$ cat config.mk
export PLATFORM = sky130hd
export DESIGN_NAME = cv32e40x_xif_offload
export DESIGN_NICKNAME = d
export VERILOG_FILES = /design/src/rtl/cv32e40x_pkg.sv /design/src/rtl/cv32e40x_xif_offload.sv
export SDC_FILE = /design/constraint.sdc
export NUM_CORES = 1
export LEC_CHECK = 0
export ABC_CLOCK_PERIOD_IN_PS = 6100
export CAP_MARGIN = 5
export CORE_MARGIN = 8
export CORE_UTILIZATION = 42
export CTS_BUF_LIST = sky130_fd_sc_hd__clkbuf_16
export DETAILED_ROUTE_END_ITERATION = 7
export PLACE_DENSITY_LB_ADDON = 0.08
export SLEW_MARGIN = 20
export SYNTH_ARGS = -nofsm -noshare
export SYNTH_HDL_FRONTEND = slang
export SYNTH_SLANG_ARGS = --single-unit
$ cat constraint.sdc
create_clock -name clk_i -period 6.1 [get_ports clk_i]
set_clock_uncertainty 0.2 [all_clocks]
set_input_delay 1.83 -clock clk_i [delete_from_list [all_inputs] [get_ports clk_i]]
set_output_delay 1.83 -clock clk_i [all_outputs]
set_load 0.01 [all_outputs]
$ cat src/rtl/cv32e40x_pkg.sv
// Shared definitions for the cv32e40x offload path.
// Holds the custom-opcode constants that identify offloaded instructions,
// and the state encoding of the XIF offload controller.
package cv32e40x_pkg;

  localparam logic [6:0] OPCODE_CUSTOM0 = 7'h0B;
  localparam logic [6:0] OPCODE_CUSTOM1 = 7'h2B;
  localparam logic [6:0] OPCODE_CUSTOM2 = 7'h5B;
  localparam logic [6:0] OPCODE_CUSTOM3 = 7'h7B;

  typedef enum logic [2:0] {
    XIF_IDLE   = 3'd0,
    XIF_ISSUE  = 3'd1,
    XIF_COMMIT = 3'd2,
    XIF_RESULT = 3'd3,
    XIF_WB     = 3'd4
  } xif_offload_state_e;

endpackage

$ cat src/rtl/cv32e40x_xif_offload.sv
// XIF offload controller: takes one instruction at a time from the core,
// issues it to the coprocessor, commits or kills it, collects the result
// and hands the write-back to the register file.
//
// state  | meaning
// IDLE   | ready for a core request
// ISSUE  | issue_valid_o asserted, waiting for issue_ready_i
// COMMIT | waiting for commit_go_i / kill_i (or a pending kill)
// RESULT | waiting for the coprocessor result with the issued ID
// WB     | wb_valid_o asserted, waiting for wb_ready_i
//
// Ports:
//   clk_i, rst_n                 clock, async active-low reset
//   req_*                        core offload request (instr, rs1, rs2)
//   commit_go_i, kill_i          core commit / flush
//   issue_*                      XIF issue channel
//   commit_*                     XIF commit channel
//   result_*                     XIF result channel
//   wb_*                         register-file write-back
//   illegal_o, result_err_o      one-cycle error pulses
module cv32e40x_xif_offload
  import cv32e40x_pkg::*;
#(
  parameter int unsigned X_ID_WIDTH  = 4,
  parameter int unsigned X_RFR_WIDTH = 32
) (
  input  logic                   clk_i,
  input  logic                   rst_n,
  input  logic                   req_valid_i,
  output logic                   req_ready_o,
  input  logic [31:0]            req_instr_i,
  input  logic [X_RFR_WIDTH-1:0] req_rs1_i,
  input  logic [X_RFR_WIDTH-1:0] req_rs2_i,
  input  logic                   commit_go_i,
  input  logic                   kill_i,
  output logic                   issue_valid_o,
  input  logic                   issue_ready_i,
  output logic [31:0]            issue_instr_o,
  output logic [X_ID_WIDTH-1:0]  issue_id_o,
  output logic [X_RFR_WIDTH-1:0] issue_rs0_o,
  output logic [X_RFR_WIDTH-1:0] issue_rs1_o,
  output logic [1:0]             issue_rs_valid_o,
  input  logic                   issue_accept_i,
  input  logic                   issue_writeback_i,
  output logic                   commit_valid_o,
  output logic                   commit_kill_o,
  output logic [X_ID_WIDTH-1:0]  commit_id_o,
  input  logic                   result_valid_i,
  output logic                   result_ready_o,
  input  logic [X_ID_WIDTH-1:0]  result_id_i,
  input  logic [X_RFR_WIDTH-1:0] result_data_i,
  input  logic [4:0]             result_rd_i,
  input  logic                   result_we_i,
  output logic                   wb_valid_o,
  input  logic                   wb_ready_i,
  output logic [4:0]             wb_rd_o,
  output logic [X_RFR_WIDTH-1:0] wb_data_o,
  output logic                   illegal_o,
  output logic                   result_err_o
);

  xif_offload_state_e state_q, state_d;

  logic [X_ID_WIDTH-1:0]  id_q;
  logic [X_ID_WIDTH-1:0]  issued_id;
  logic                   kill_pend_q;
  logic                   writeback_q;
  logic                   illegal_q;
  logic                   result_err_q;
  logic [31:0]            instr_q;
  logic [X_RFR_WIDTH-1:0] rs1_q;
  logic [X_RFR_WIDTH-1:0] rs2_q;
  logic [X_RFR_WIDTH-1:0] data_q;
  logic [4:0]             rd_q;

  logic in_idle, in_issue, in_commit, in_result;
  logic req_hs, issue_hs, result_hs, id_match;

  assign in_idle   = (state_q == XIF_IDLE);
  assign in_issue  = (state_q == XIF_ISSUE);
  assign in_commit = (state_q == XIF_COMMIT);
  assign in_result = (state_q == XIF_RESULT);

  // id_q is bumped on the accepted issue, so the in-flight ID is one behind.
  assign issued_id = id_q - X_ID_WIDTH'(1);

  assign req_hs    = in_idle & req_valid_i;
  assign issue_hs  = in_issue & issue_ready_i;
  assign result_hs = in_result & result_valid_i;
  assign id_match  = (result_id_i == issued_id);

  // rst_n gating keeps req_ready_o low while reset is held.
  assign req_ready_o      = rst_n & in_idle;
  assign issue_valid_o    = in_issue;
  assign issue_instr_o    = instr_q;
  assign issue_id_o       = id_q;
  assign issue_rs0_o      = rs1_q;
  assign issue_rs1_o      = rs2_q;
  assign issue_rs_valid_o = 2'b11;
  assign commit_valid_o   = in_commit & (commit_go_i | kill_i | kill_pend_q);
  assign commit_kill_o    = kill_i | kill_pend_q;
  assign commit_id_o      = issued_id;
  assign result_ready_o   = in_result;
  assign wb_valid_o       = (state_q == XIF_WB);
  assign wb_rd_o          = rd_q;
  assign wb_data_o        = data_q;
  assign illegal_o        = illegal_q;
  assign result_err_o     = result_err_q;

  always_comb begin
    state_d = state_q;
    unique case (state_q)
      XIF_IDLE:   if (req_valid_i) state_d = XIF_ISSUE;
      XIF_ISSUE: begin
        if (issue_ready_i)  state_d = issue_accept_i ? XIF_COMMIT : XIF_IDLE;
        else if (kill_i)    state_d = XIF_IDLE;
      end
      XIF_COMMIT: begin
        if (kill_i | kill_pend_q) state_d = XIF_IDLE;
        else if (commit_go_i)     state_d = XIF_RESULT;
      end
      // A coprocessor that declared no write-back never reaches the RF.
      XIF_RESULT: if (result_valid_i && id_match)
                    state_d = (result_we_i && writeback_q) ? XIF_WB : XIF_IDLE;
      XIF_WB:     if (wb_ready_i) state_d = XIF_IDLE;
      default:    state_d = XIF_IDLE;
    endcase
  end

  always_ff @(posedge clk_i or negedge rst_n) begin
    if (!rst_n) begin
      state_q      <= XIF_IDLE;
      id_q         <= '0;
      kill_pend_q  <= 1'b0;
      writeback_q  <= 1'b0;
      illegal_q    <= 1'b0;
      result_err_q <= 1'b0;
      instr_q      <= '0;
      rs1_q        <= '0;
      rs2_q        <= '0;
      data_q       <= '0;
      rd_q         <= '0;
    end else begin
      state_q      <= state_d;
      illegal_q    <= issue_hs & ~issue_accept_i;
      result_err_q <= result_hs & ~id_match;
      if (req_hs) begin
        instr_q <= req_instr_i;
        rs1_q   <= req_rs1_i;
        rs2_q   <= req_rs2_i;
      end
      if (issue_hs && issue_accept_i) begin
        writeback_q <= issue_writeback_i;
        id_q        <= id_q + X_ID_WIDTH'(1);
        kill_pend_q <= kill_i;
      end else if (in_commit) begin
        kill_pend_q <= 1'b0;
      end
      if (result_hs && id_match) begin
        data_q <= result_data_i;
        rd_q   <= result_rd_i;
      end
    end
  end

endmodule

# --- Yosys cells after proc, flatten, opt, wreduce, memory -nomap -nowiden ---
# Index checks and enable logic that the tools add are counted.
totals:
  reg_bits: 144
  output_inout_bits: 151
  elab_cells: 54
classes:
  add_sub_neg: 2
  eq_ne: 10
  n_mux: 12
  n_bitwise: 12
  n_reduce_logical: 7
op_table:
  columns: ["cell", "count"]
  rows:
  - ["$mux W3", 8]
  - ["$pmux W3 S5", 1]
  - ["$and A1 B1 Y1", 7]
  - ["$eq A3 B2 Y1 const B", 2]
  - ["$ne A3 B3 Y1 const B", 2]
  - ["$reduce_and A5 Y1", 1]
  - ["$add A4 B1 Y4 const B", 1]
  - ["$eq A4 B4 Y1", 1]
  - ["$logic_and A1 B1 Y1", 4]
  - ["$ne A2 B1 Y1 const B", 2]
  - ["$sub A4 B1 Y4 const B", 1]
  - ["$eq A3 B1 Y1 const B", 1]
  - ["$eq A3 B3 Y1 const B", 1]
  - ["$logic_not A3 Y1", 1]
  - ["$or A1 B1 Y1", 3]
  - ["$mux W1", 2]
  - ["$mux W2", 1]
  - ["$ne A2 B2 Y1 const B", 1]
  - ["$not A1 Y1", 2]
  - ["$reduce_bool A2 Y1", 1]

# --- Longest topological paths before layout ---
depth:
  depth_word: 5
  ltp_mapped: 8
  mapped_depth_nobuf: 6

# --- Worst setup path after synthesis ---
# OpenSTA, ideal clock, no wires.
synth_path:
  path_kind: "input to output"
  from: "input port kill_i"
  to: "output port commit_valid_o"
  t_arrival_ns: 2.279
  required_time_ns: 4.070
  path_slack_ns: 1.791
  stages: 4
  path_buffers: 0
  path_cell_list: "nor2_1 inv_1 nor2_1 nor3_1"
synth_between:
  elab_chain_cells: 3
synth_lines:
  columns: ["item", "line", "rtl"]
  rows:
  - ["start: declaration", "cv32e40x_xif_offload.sv:35", "input logic kill_i,"]
  - ["$or A1 B1 Y1 (2 in a row)", "cv32e40x_xif_offload.sv:100", "assign commit_valid_o = in_commit & (commit_go_i | kill_i | kill_pend_q);"]
  - ["$and A1 B1 Y1", "cv32e40x_xif_offload.sv:100", null]
  - ["end: declaration", "cv32e40x_xif_offload.sv:45", "output logic commit_valid_o,"]
# Every way passes these cells.

# --- Worst setup path after layout ---
# Same ends and word-level chain as after synthesis.

==> results.toml <==
[sta]
period_needed_ns = 5.25
setup_repair_after_global_routing_missed_its_margin = "no"
hold_viol_final = 0
timing.setup.tns_ns = 0
layout_worst_path_cycle_share = 0.861
achievable-frequency_ghz = 0.190
final_max_slew_viol_count = 0
max-slew-margin-rel = 0.358
worst_pin_slew_ns = 0.964
setup_viol_count_final = 0

[clocking]
clk_root_buf = "clkbuf_16"
clkSinkCount = 144
cts_hold_buf = 0
cts_repair_resize_count = 0
tritoncts_clock_tree = "done"
clkLatencyLatePin_ns = 0.41
clk_path_buf_depth = 2
cts_max_level = 4
cts_inserted_buffers = 17
clk_transition_reported_paths_ns = 0.06
post-cts-setup-buffer-count = 0

[setup_path]
regToRegSetupSlack_ns = 3.35
ff_to_ff_start = "issue_id_o[0]"
worstSetupEndpointType = "output pin"
crit_chain = "clkdlybuf4s50_1 > nor2_1 > inv_1 > nor2_1 > nor3_1 > clkdlybuf4s50_1"
cp_slowest_cell = "clkdlybuf4s50_1"
setup.worst_path.start_class = "input port"
slowest_delay_ns = 0.57
worst_r2r_path_depth = 6
critical_path_peak_fanout = 3
worstSetupPathType = "in2out"
timing.rr.end = "wb_data_o[7]"
crit_end = "commit_valid_o"
worst_path_required_time_ns = 4.07
arrival_worst_endpoint_ns = 3.22
setup.worst_path.start = "kill_i"

[synth]
synth_enable_flop_cells = 0
netlist.area_leader.share = 0.637
ys_seq_area_frac = 0.637
synth_top_flop_cell = "dfrtp_1"
mappedNetlistArea_um2 = 5650
yosysMostFrequentCell = "dfrtp_1"
synth.distinct_cells = 30
ys_warn_count = 0
synthTopCellsByArea = "dfrtp_1, mux2_2, mux2_4"
synth_commonest_cells = "dfrtp_1, mux2_2, mux2_4, buf_2, xnor2_1"
avgSynthCellArea_um2 = 16.1
synth.ff_latch_count = 144
synth_largest_area_cell = "dfrtp_1"
syn-instance-count = 351
synthArstFlopShare = 1.00

[hold_path]
worst_hold_path_type = "reg2reg"

[layout]
diodes = 0
area_growth_pct = 65.1
number_of_nets_in_the_finished_design = 802
share_of_cells_above_drive_strength_1 = 0.253
layout.filler_cells = 940
layout.cells.non_filler = 841
final_core_utilization = 0.708

[power]
share_of_power_burned_in_registers = 0.344
power_density_nw_per_um2 = 506
switchingPower_mw = 1.41
share_clk_of_total_power = 0.213
worst_vdd_drop_v = 0.000258
power_switching_share = 0.298
static_power_due_to_leakage_nw = 3.96
internal_power_mw = 3.32
combPwrFrac = 0.443

[route]
num_vias = 3994
antenna_left = 0
avg_vias_per_cell = 4.75
wire_per_inst_um = 20.3
wirelength_um = 17100
drt_iter0_markers = 112
drt_drc_violations_left = 0
detail_route.first_pass.iterations = 4

[grt]
grt_start_max_net_pins = 79
first_pass_grt_wire_length_um = 26400
grt_antenna_before_repair = 0
via_count_of_the_first_global_routing_pass = 4373
gr-total-overflow = 0
grt_usage = 0.198

[job]
timing.max_cap.violations = 0

[placed_design]
detailed_place_hpwl_um = 13200
dp.cells = 809
buffer_ports.inserted = 296
gp_congestion = 0.785

[floorplanning]
initial_utilization = 0.429
core_um2 = 13200
dieWidth_um = 132
die_h_um = 132
io_pins = 299
rows = 42
floorplan.die_area_um2 = 17400

[outcome]
outcome = "completed"
logic make-up (layout without fill, tap and decap cells):
group                    after synthesis  in the layout  share of synthesized area
other                                  1              2                   0.000663
flip-flops                           144            144                      0.637
AND/OR/NAND/NOR                       26             26                     0.0250
multiplexers                         135            135                      0.281
AO/OA/AOI/OAI                          8              8                     0.0108
adder cells (fa/ha/maj)                2              2                    0.00443
buffers and inverters                 25            338                     0.0248
XOR/XNOR                              10             10                     0.0155
flip-flops by register name (all words and copies together), names as in the netlist:
| signal | count |
|---|---|
| illegal_o | 1 |
| issue_id_o | 4 |
| issue_instr_o | 32 |
| issue_rs0_o | 32 |
| issue_rs1_o | 32 |
| kill_pend_q | 1 |
| result_err_o | 1 |
| state_q | 3 |
| wb_data_o | 32 |
| wb_rd_o | 5 |
| writeback_q | 1 |
stage by stage:
step	power [mW]	area (um^2)	setup slack, ns	hold slack, ns
global placement	3.71	8760	0.816	0.287
detailed placement	3.76	8760	0.832	0.294
global route	4.99	9330	0.736	0.316
finish	4.72	9330	0.847	0.301
CTS	4.80	9330	0.832	0.306
floorplan	2.52	5660	1.79	0.281
layout make-up:
| type | instances | area, um^2 | share of cell area |
|---|---|---|---|
| well taps | 176 | 220 | 0.0236 |
| repair buffers | 300 | 2990 | 0.321 |
| clock inverters | 15 | 153 | 0.0164 |
| clock buffers | 17 | 425 | 0.0456 |
| multi-input cells | 183 | 1920 | 0.205 |
| inverters | 6 | 22.5 | 0.00241 |
| flip-flops and latches | 144 | 3600 | 0.386 |
critical path: cells and delay by family:
family / cells / cell delay (ns)
and+or+nand+nor: 3 / 0.25
buffers and inverters: 3 / 1.15
worst min-delay path by stage:
stage	start	end	slack, ns	cells past startpoint
2_1_floorplan	writeback_q	writeback_q	0.28	1
3_3_place_gp	issue_instr_o[24]	issue_instr_o[24]	0.29	1
3_5_place_dp	issue_rs1_o[12]	issue_rs1_o[12]	0.29	1
4_1_cts	issue_rs1_o[12]	issue_rs1_o[12]	0.31	1
5_1_grt	issue_rs1_o[6]	issue_rs1_o[6]	0.32	1
6_report	issue_instr_o[7]	issue_instr_o[7]	0.30	1
power by group through the flow:
stage               logic (mW)  clock network, mW  registers (mW)
global placement          2.09                  0            1.62
global route              2.22               1.08            1.69
CTS                       2.13               1.03            1.63
detailed placement        2.12                  0            1.64
finish                    2.09               1.01            1.63
floorplan                0.696                  0            1.82
cell usage in the layout (no fill, tap or decap), types with 2 or more instances in the layout:
cell type,instances
buf_4,4
nor3_1,4
mux2_4,19
clkbuf_16,17
inv_1,8
bufinv_16,3
mux2_2,115
nor3b_1,3
nand2_1,4
ha_1,2
clkinv_1,3
nor2_1,6
xnor2_1,7
conb_1,2
clkdlybuf4s50_1,295
clkinv_2,4
dfrtp_1,144
nand4_1,2
o21ai_0,2
and2_1,2
xor2_1,3
clkinvlp_4,2
per-layer routing:
layer | track usage | vias to the layer above | share of wire
met2 | 0.331 | 190 | 0.51
met1 | 0.219 | 1942 | 0.38
met4 | 0.0823 | 0 | 0.027
met3 | 0.0793 | 28 | 0.092
met5 | 0 | - | 0
li1 | - | 1834 | -
(Power assumes the default switching activity.)
